### config.mk
export PLATFORM = sky130hd
export DESIGN_NAME = jericalla_sequencer_flat
export DESIGN_NICKNAME = d
export VERILOG_FILES = /design/src/rtl/jericalla_sequencer_if.sv /design/src/rtl/jericalla_sequencer.sv /design/src/flat_wrapper.sv
export SDC_FILE = /design/constraint.sdc
export NUM_CORES = 1
export LEC_CHECK = 0
export CAP_MARGIN = 20
export CORE_UTILIZATION = 35
export CTS_CLUSTER_DIAMETER = 100
export DETAILED_ROUTE_END_ITERATION = 12
export PLACE_DENSITY_LB_ADDON = 0.25
export SLEW_MARGIN = 20
export SYNTH_ARGS = -nofsm -noshare
export SYNTH_HDL_FRONTEND = slang
export SYNTH_SLANG_ARGS = --single-unit
### constraint.sdc
create_clock -name clk -period 4.3 [get_ports clk]
set_input_delay 0.43 -clock clk [delete_from_list [all_inputs] [get_ports clk]]
set_output_delay 0.43 -clock clk [all_outputs]
set_load 0.005 [all_outputs]
### src/rtl/jericalla_sequencer_if.sv
// Control, instruction-memory and datapath signals of the jericalla sequencer.
// The slave modport is the sequencer's view; master is the host/memory/datapath side.
interface jericalla_sequencer_if #(
  parameter int PC_W    = 6,
  parameter int INSTR_W = 17,
  parameter int DATA_W  = 32
);
  // Host control
  logic              start;
  logic [PC_W-1:0]   base_addr;
  logic [PC_W:0]     length;
  logic              abort;
  // Instruction memory (synchronous read, data one cycle after imem_rd)
  logic              imem_rd;
  logic [PC_W-1:0]   imem_addr;
  logic [INSTR_W-1:0] imem_data;
  // Datapath
  logic              dp_valid;
  logic [INSTR_W-1:0] dp_instr;
  logic [DATA_W-1:0] dp_result;
  // Status
  logic              busy;
  logic              done;
  logic [PC_W:0]     issued_count;
  logic [DATA_W-1:0] last_result;

  modport slave (
    input  start, base_addr, length, abort, imem_data, dp_result,
    output imem_rd, imem_addr, dp_valid, dp_instr, busy, done,
           issued_count, last_result
  );

  modport master (
    output start, base_addr, length, abort, imem_data, dp_result,
    input  imem_rd, imem_addr, dp_valid, dp_instr, busy, done,
           issued_count, last_result
  );
endinterface

### src/rtl/jericalla_sequencer.sv
// Program sequencer for the jericalla ROM/ALU/RAM datapath.
// Alternates FETCH (memory read) and ISSUE (instruction live on the datapath),
// so each instruction costs two cycles; a run of N ends with a done pulse.
module jericalla_sequencer #(
  parameter int PC_W    = 6,
  parameter int INSTR_W = 17,
  parameter int DATA_W  = 32
) (
  input logic                 clk,
  input logic                 rst_n,
  jericalla_sequencer_if.slave bus
);

  typedef enum logic [1:0] {
    IDLE  = 2'd0,
    FETCH = 2'd1,
    ISSUE = 2'd2,
    DONE  = 2'd3
  } state_t;

  localparam logic [PC_W-1:0] PC_ONE  = PC_W'(1);
  localparam logic [PC_W:0]   CNT_ONE = (PC_W + 1)'(1);

  state_t             state_q, state_d;
  logic [PC_W-1:0]    pc_q, pc_d;
  logic [PC_W:0]      len_q, len_d;
  logic [PC_W:0]      cnt_q, cnt_d;
  logic [DATA_W-1:0]  result_q, result_d;

  logic               fetch_go;
  logic               issue_go;
  logic [PC_W:0]      cnt_inc;

  // An abort masks the memory strobe and the datapath issue in the same cycle.
  assign fetch_go = (state_q == FETCH) && !bus.abort;
  assign issue_go = (state_q == ISSUE) && !bus.abort;
  assign cnt_inc  = cnt_q + CNT_ONE;

  // Outputs decode straight from state so an async reset clears them at once.
  // dp_instr is held at zero outside a live issue so the RAM write enable
  // (instruction bit 16) can never fire spuriously.
  assign bus.imem_rd      = fetch_go;
  assign bus.imem_addr    = pc_q;
  assign bus.dp_valid     = issue_go;
  assign bus.dp_instr     = issue_go ? bus.imem_data : '0;
  assign bus.busy         = (state_q != IDLE);
  assign bus.done         = (state_q == DONE);
  assign bus.issued_count = cnt_q;
  assign bus.last_result  = result_q;

  // State and run bookkeeping registers.
  always_ff @(posedge clk or negedge rst_n) begin
    if (!rst_n) begin
      state_q  <= IDLE;
      pc_q     <= '0;
      len_q    <= '0;
      cnt_q    <= '0;
      result_q <= '0;
    end else begin
      state_q  <= state_d;
      pc_q     <= pc_d;
      len_q    <= len_d;
      cnt_q    <= cnt_d;
      result_q <= result_d;
    end
  end

  // Next-state and register-update decode.
  always_comb begin
    state_d  = state_q;
    pc_d     = pc_q;
    len_d    = len_q;
    cnt_d    = cnt_q;
    result_d = result_q;

    case (state_q)
      IDLE: begin
        // Count and result survive in IDLE until the next accepted start.
        if (bus.start) begin
          cnt_d = '0;
          if (bus.length != '0) begin
            pc_d    = bus.base_addr;
            len_d   = bus.length;
            state_d = FETCH;
          end else begin
            // Empty program: report completion without touching memory.
            state_d = DONE;
          end
        end
      end

      FETCH: begin
        state_d = bus.abort ? IDLE : ISSUE;
      end

      ISSUE: begin
        if (bus.abort) begin
          state_d = IDLE;
        end else begin
          result_d = bus.dp_result;
          cnt_d    = cnt_inc;
          pc_d     = pc_q + PC_ONE;   // wraps modulo program depth
          state_d  = (cnt_inc == len_q) ? DONE : FETCH;
        end
      end

      DONE: begin
        state_d = IDLE;
      end

      default: begin
        state_d = IDLE;
      end
    endcase
  end

endmodule

### src/flat_wrapper.sv
// flat-port wrapper written by rule: the top's interface ports become plain ports
module jericalla_sequencer_flat 
#(
  parameter int PC_W    = 6,
  parameter int INSTR_W = 17,
  parameter int DATA_W  = 32
)
  (clk, rst_n, bus_start, bus_base_addr, bus_length, bus_abort, bus_imem_data, bus_dp_result, bus_imem_rd, bus_imem_addr, bus_dp_valid, bus_dp_instr, bus_busy, bus_done, bus_issued_count, bus_last_result);
  jericalla_sequencer_if #(.PC_W(PC_W), .INSTR_W(INSTR_W), .DATA_W(DATA_W)) bus_i ();
  input logic clk;
  input logic rst_n;
  input wire logic [$bits(bus_i.start)-1:0] bus_start;
  input wire logic [$bits(bus_i.base_addr)-1:0] bus_base_addr;
  input wire logic [$bits(bus_i.length)-1:0] bus_length;
  input wire logic [$bits(bus_i.abort)-1:0] bus_abort;
  input wire logic [$bits(bus_i.imem_data)-1:0] bus_imem_data;
  input wire logic [$bits(bus_i.dp_result)-1:0] bus_dp_result;
  output wire logic [$bits(bus_i.imem_rd)-1:0] bus_imem_rd;
  output wire logic [$bits(bus_i.imem_addr)-1:0] bus_imem_addr;
  output wire logic [$bits(bus_i.dp_valid)-1:0] bus_dp_valid;
  output wire logic [$bits(bus_i.dp_instr)-1:0] bus_dp_instr;
  output wire logic [$bits(bus_i.busy)-1:0] bus_busy;
  output wire logic [$bits(bus_i.done)-1:0] bus_done;
  output wire logic [$bits(bus_i.issued_count)-1:0] bus_issued_count;
  output wire logic [$bits(bus_i.last_result)-1:0] bus_last_result;
  assign bus_i.start = bus_start;
  assign bus_i.base_addr = bus_base_addr;
  assign bus_i.length = bus_length;
  assign bus_i.abort = bus_abort;
  assign bus_i.imem_data = bus_imem_data;
  assign bus_i.dp_result = bus_dp_result;
  assign bus_imem_rd = bus_i.imem_rd;
  assign bus_imem_addr = bus_i.imem_addr;
  assign bus_dp_valid = bus_i.dp_valid;
  assign bus_dp_instr = bus_i.dp_instr;
  assign bus_busy = bus_i.busy;
  assign bus_done = bus_i.done;
  assign bus_issued_count = bus_i.issued_count;
  assign bus_last_result = bus_i.last_result;
  jericalla_sequencer #(.PC_W(PC_W), .INSTR_W(INSTR_W), .DATA_W(DATA_W)) u_core (.clk(clk), .rst_n(rst_n), .bus(bus_i));
endmodule
After elaboration in Yosys (flattened, before gate mapping)

Cells that the tools add are included.

Bits in registers: 54
Latch bits: 0
RAM bits: 0
ROM bits: 0
Word-level logic and storage cells: 40
Memories kept: 0

Add/subtract/negate cells: 2
$mul: 0
Div/mod/pow operators: 0
Order comparisons: 0
Equal/unequal tests: 7
Shift operators: 0
Muxes and demuxes: 14
Bitwise logic cells: 1
Reductions and logical operators: 11

Operators with widths:

| cell                  | count |
|---|---|
| $mux W6               | 3 |
| $mux W17              | 1 |
| $mux W7               | 2 |
| $pmux W7 S2           | 1 |
| $pmux W6 S2           | 1 |
| $mux W2               | 5 |
| $pmux W2 S4           | 1 |
| $add A7 B1 Y7 const B | 1 |
| $eq A7 B7 Y1          | 1 |
| $reduce_bool A7 Y1    | 1 |
| $add A6 B1 Y6 const B | 1 |
| $reduce_and A3 Y1     | 2 |
| $eq A2 B2 Y1 const B  | 2 |
| $ne A2 B2 Y1 const B  | 2 |
| $reduce_and A4 Y1     | 1 |
| $reduce_bool A2 Y1    | 2 |
| $eq A2 B1 Y1 const B  | 1 |
| $logic_and A1 B1 Y1   | 2 |
| $logic_not A2 Y1      | 1 |
| $ne A2 B1 Y1 const B  | 1 |
| $reduce_and A2 Y1     | 1 |
| $logic_not A1 Y1      | 1 |
| $not A1 Y1            | 1 |

Depth between registers and ports, before layout

Depth in word-level cells: 5
Depth in mapped cells: 6
Mapped depth without buffers: 5

Worst setup path before layout

OpenSTA, ideal clock, no wires.

Path type: input to register
From: in bus_length[2]
To: reg u_core.pc_q[1] (netlist: u_core.bus.imem_addr[1])
Arrival time: 1.719 ns
Required time: 4.175 ns
Setup slack: 2.456 ns
Stages: 4
Path through: or4_4 nor3_4 nand2b_4 mux2_4

Word-level cells in the longest chain between the ends: 3

Ends and longest elaborated chain:

| item                        | line                      | source |
|---|---|---|
| start, declared             | flat_wrapper.sv:14        | `input wire logic [$bits(bus_i.length)-1:0] bus_length;` |
| $reduce_bool A7 Y1          | jericalla_sequencer.sv:81 | `if (bus.length != '0) begin` |
| $ne A2 B1 Y1 (no line)      | --                        |  |
| $reduce_and A4 Y1 (no line) | --                        |  |
| end signal, assigned        | jericalla_sequencer.sv:61 | `pc_q <= pc_d;` |
| end, declared               | jericalla_sequencer.sv:25 | `logic [PC_W-1:0] pc_q, pc_d;` |

No other way between the ends.
A chain may end at the register's enable or synchronous reset.

Final worst setup path

From: in bus_abort
To: out bus_dp_instr[10]

Word-level cells in the longest chain between the ends: 3

Ends and longest elaborated chain:

| item                | line                      | source |
|---|---|---|
| start, declared     | flat_wrapper.sv:15        | `input wire logic [$bits(bus_i.abort)-1:0] bus_abort;` |
| $logic_not A1 Y1    | jericalla_sequencer.sv:36 | `assign issue_go = (state_q == ISSUE) && !bus.abort;` |
| $logic_and A1 B1 Y1 | jericalla_sequencer.sv:36 |  |
| $mux W17            | jericalla_sequencer.sv:45 | `assign bus.dp_instr = issue_go ? bus.imem_data : '0;` |
| end, declared       | flat_wrapper.sv:21        | `output wire logic [$bits(bus_i.dp_instr)-1:0] bus_dp_instr;` |

No other way between the ends.

==> results.txt <==
- The run finished with clean final reports.
* Share of final-layout standard cells stronger than drive strength 1: 0.0613
- The die is 87.8 um tall.
* Setup Crit Path Kind: input port to output port
- Clock tree from TritonCTS: yes
- The detailed router finished its first iteration with 71 violations.
- The first detailed-routing pass took 4 iterations.
- The first global-routing pass estimated 10.8 mm of wire.
- The smallest clock period supported by the final layout is computed as 3.41 ns.
- In the final routed layout, each cell accounts on average for 12.9 um.
- Maximum frequency from static timing analysis: 293 MHz
- After clock tree synthesis, the repair step resized 0 gates.
- Detailed Place HPWL: 4.76 mm
- Floorplan die width: 87.8 um
- IR analysis of the VDD net gives a maximum drop of 0.190 mV.
- At the worst endpoint, the required time is 3.87 ns.
- Yosys mapped the design onto 36 distinct sky130hd cell types.
- Met1 Use GR: 0.219
* I/O pin count: 132
- Area share of the largest cell type after synthesis: 0.525
- After synthesis, the largest family of logic cells by area is simple AND/OR/NAND/NOR gates.
* Core Footprint: 6940 um^2
* NetSw: 0.000511 W
- Most common cell in the synthesized netlist: sky130_fd_sc_hd__nand2_1
- Number of instances in the synthesized netlist: 278
- Max-slew violation count: 0
* Clock Skews: 0.0108 ns
- For this run, the register share of the synthesized area comes to 0.525.
- The most numerous cell type found on the critical path is sky130_fd_sc_hd__clkdlybuf4s50_1.
- Starting utilization of the core area: 0.371
- Post-Syn Area per Cell: 9.26 um^2
- For this block, the via count after detailed routing is 2,337.
- CP bufs+invs: 4
- At the pin with the least slew margin, the transition time is 0.886 ns.
- Classification of the worst-slack hold path: input port to asynchronous set/reset pin
- The via count of the first global-routing pass is 2,385.
* Number of nets still failing antenna checks after routing: 0
- TritonCTS created 5 clock buffers.
* Ant. Diodes: 0
- Clock slew at the register clock pins of the worst setup and hold paths: 0.09 ns
- The share of total power dissipated in the clock network is 0.172.
- H-Tree Level Count: 2
- The signal on the critical path passes through clkdlybuf4s50_1 > or3b_1 > buf_4 > inv_1 > and2_1 > clkdlybuf4s50_1.
* Portion of total power attributed to combinational logic: 0.376
* Count of endpoints failing setup in the final report: 0
- Nature of the critical path startpoint: input port
- Maximum number of pins on one net before global-route repair: 55
- The synthesized design contains 54 register bits.
- The floorplan has 30 rows.
- Xor and xnor fraction of the mapped netlist area: 0.0486
- Of the total power, the share spent switching nets is 0.293.
- For met2 alone, demand over resource in global routing was 0.310.
* Most used DFF post-synth: sky130_fd_sc_hd__dfrtp_1
- The initial antenna violation count is 0.
- Seq pwr share: 0.451
- Design internal power: 0.00123 W
- Setup Buffers After CTS: 0
- Hold repair after CTS inserted 0 buffers.
* Cell area after synthesis: 2570 um^2
- Clock root buffer: sky130_fd_sc_hd__clkbuf_8
- Multiplexer share of the synthesized area: 0.0365
- In this run the static leakage power is 1.85 nW.
* Setup repair after global routing missed its margin: false
- Overall overflow remaining after global route: 0
* Adder-Cell Fraction of Synth Area: 0.00972
- Main area contributors after synthesis: sky130_fd_sc_hd__dfrtp_1, sky130_fd_sc_hd__nand2_1, sky130_fd_sc_hd__and2_1, sky130_fd_sc_hd__mux2_2, sky130_fd_sc_hd__o31ai_1
- Maximum fanout along the worst path: 41
* Post-detailed-routing wire length: 6.51 mm
- The number of placed instances, taps included, is 496.
- Count of placed standard cells in the final layout, fillers left out: 504
- Global routing usage on met3: 0.0528
- Post-synthesis compound-gate area fraction: 0.0802
* Fin nets: 475
- Across the run, the number of max-cap violations was 0.
- Number of sinks on the clock net: 54
- No sink is reached through more buffers than the 2 on the longest clock path.
- The die covers 7700 um^2.
- Via/cell ratio: 4.64
- Of the total synthesized cell area, the portion taken by AND, OR, NAND and NOR gates is 0.271.
- Number of hold violations in the final report: 0
- In this design, the largest share of critical-path delay is due to buffers and inverters.
* Arrival time worst endpoint: 2.98 ns
* Synth Warn #: 0
- Post-route clock period utilization: 0.793
* Number of input and output port buffers inserted: 131
- Max stage delay on crit path: 0.70 ns
- Routability-driven placement finished with a final weighted congestion of 0.731.
- The clock reaches the later pin of the worst-skew pair after 0.31 ns.
- sky130_fd_sc_hd__dfrtp_1 takes more of the synthesized area than any other cell.
- From synthesis to final layout, the design area changed by 58.2%.
* Setup total negative slack: 0 ns
* Global routing usage summed across all routing layers: 0.181
* Final routed DRC violation total: 0
* Slowest stage cell, crit path: sky130_fd_sc_hd__inv_1
* Number of enable flip-flop cells after synthesis: 0
* Critical path capture point type: output port
- Syn Nets: 346
* GR peak layer: met2
* Total power density per cell area: 428 nW/um^2
- Counting instances in the post-synthesis netlist gives the leading cell types as sky130_fd_sc_hd__nand2_1, sky130_fd_sc_hd__dfrtp_1, sky130_fd_sc_hd__and2_1.
- In this run the tightest slew margin relative to its limit is 0.408.
- Proportion of register bits with asynchronous set or reset after synthesis: 1.00
[metrics by stage]
step / setup WS, ns / util / hold WS, ns / power [W] / area [um^2]
after global routing: 0.685 / 0.586 / 0.292 / 0.00187 / 4070
final: 0.889 / 0.586 / 0.230 / 0.00174 / 4070
after floorplan: 2.46 / - / 0.134 / 0.00101 / 2570
after CTS: 0.849 / 0.586 / 0.258 / 0.00177 / 4070
after global placement: 0.922 / 0.572 / 0.458 / 0.00145 / 3970
after detailed placement: 0.868 / 0.572 / 0.461 / 0.00146 / 3970
[registers in the layout, indices dropped and copies added, names as in the netlist]
register and count:
u_core.bus.last_result 32, u_core.bus.issued_count 7, u_core.len_q 7, u_core.bus.imem_addr 6
u_core.state_q 2
[final timing paths]
path | startpoint | endpoint | slack (ns) | depth (start not counted)
worst max-delay path | bus_abort | bus_dp_instr[10] | 0.89 | 6
worst min-delay path | rst_n | u_core.bus.imem_addr[5]$_DFFE_PN0P_ | 0.23 | 2
worst max register to register | u_core.state_q[1]$_DFFE_PN0N_ | u_core.bus.last_result[9]$_DFFE_PN0P_ | 1.94 | 6
worst min register to register | u_core.bus.last_result[22]$_DFFE_PN0P_ | u_core.bus.last_result[22]$_DFFE_PN0P_ | 0.48 | 2
max in group asynchronous | rst_n | u_core.bus.last_result[9]$_DFFE_PN0P_ | 3.62 | 2
min in group clk | u_core.bus.last_result[22]$_DFFE_PN0P_ | u_core.bus.last_result[22]$_DFFE_PN0P_ | 0.48 | 2
[kinds of logic (layout without fill, tap and decap cells)]
logic type | Yosys count | count (layout)
xor gates and xnor gates | 11 | 11
DFF | 54 | 54
adders and majority gates | 2 | 2
and+or+nand+nor | 152 | 152
muxes | 8 | 8
buffers and inverters | 18 | 148
AOI/OAI and AO/OA | 33 | 33
[placed cells by master, fill, tap and decap left out, drive strengths merged, types with 6 or more instances in the layout]
| cell | n |
|---|---|
| and2 | 19 |
| clkbuf | 6 |
| clkdlybuf4s50 | 130 |
| dfrtp | 54 |
| inv | 6 |
| mux2 | 8 |
| nand2 | 102 |
| nand3 | 6 |
| nor2 | 7 |
| o21ai | 10 |
| o31ai | 9 |
[metal layers]
metal | vias to the layer above | routed length (um)
met5 | - | 0
met4 | 0 | 96
met3 | 9 | 481
met2 | 73 | 3190
met1 | 1087 | 2740
li1 | 1168 | -
[power groups by stage]
stage / clock (W) / combinational, W / sequential (W)
after floorplan: 0 / 0.000214 / 0.000798
after global placement: 0 / 0.000659 / 0.000789
after detailed placement: 0 / 0.000665 / 0.000799
after CTS: 0.000313 / 0.000672 / 0.000789
after global routing: 0.000335 / 0.000727 / 0.000812
final: 0.000301 / 0.000657 / 0.000787
[cell type report]
type	count	area (um^2)
Fill cell	606	2870
Sequential cell	54	1350
Timing Repair Buffer	135	1340
Multi-Input combinational cell	206	1150
Tap cell	96	120
Clock buffer	6	82.6
Inverter	5	18.8
Clock inverter	2	16.3
Note: power is estimated with default switching activity, not from simulation.
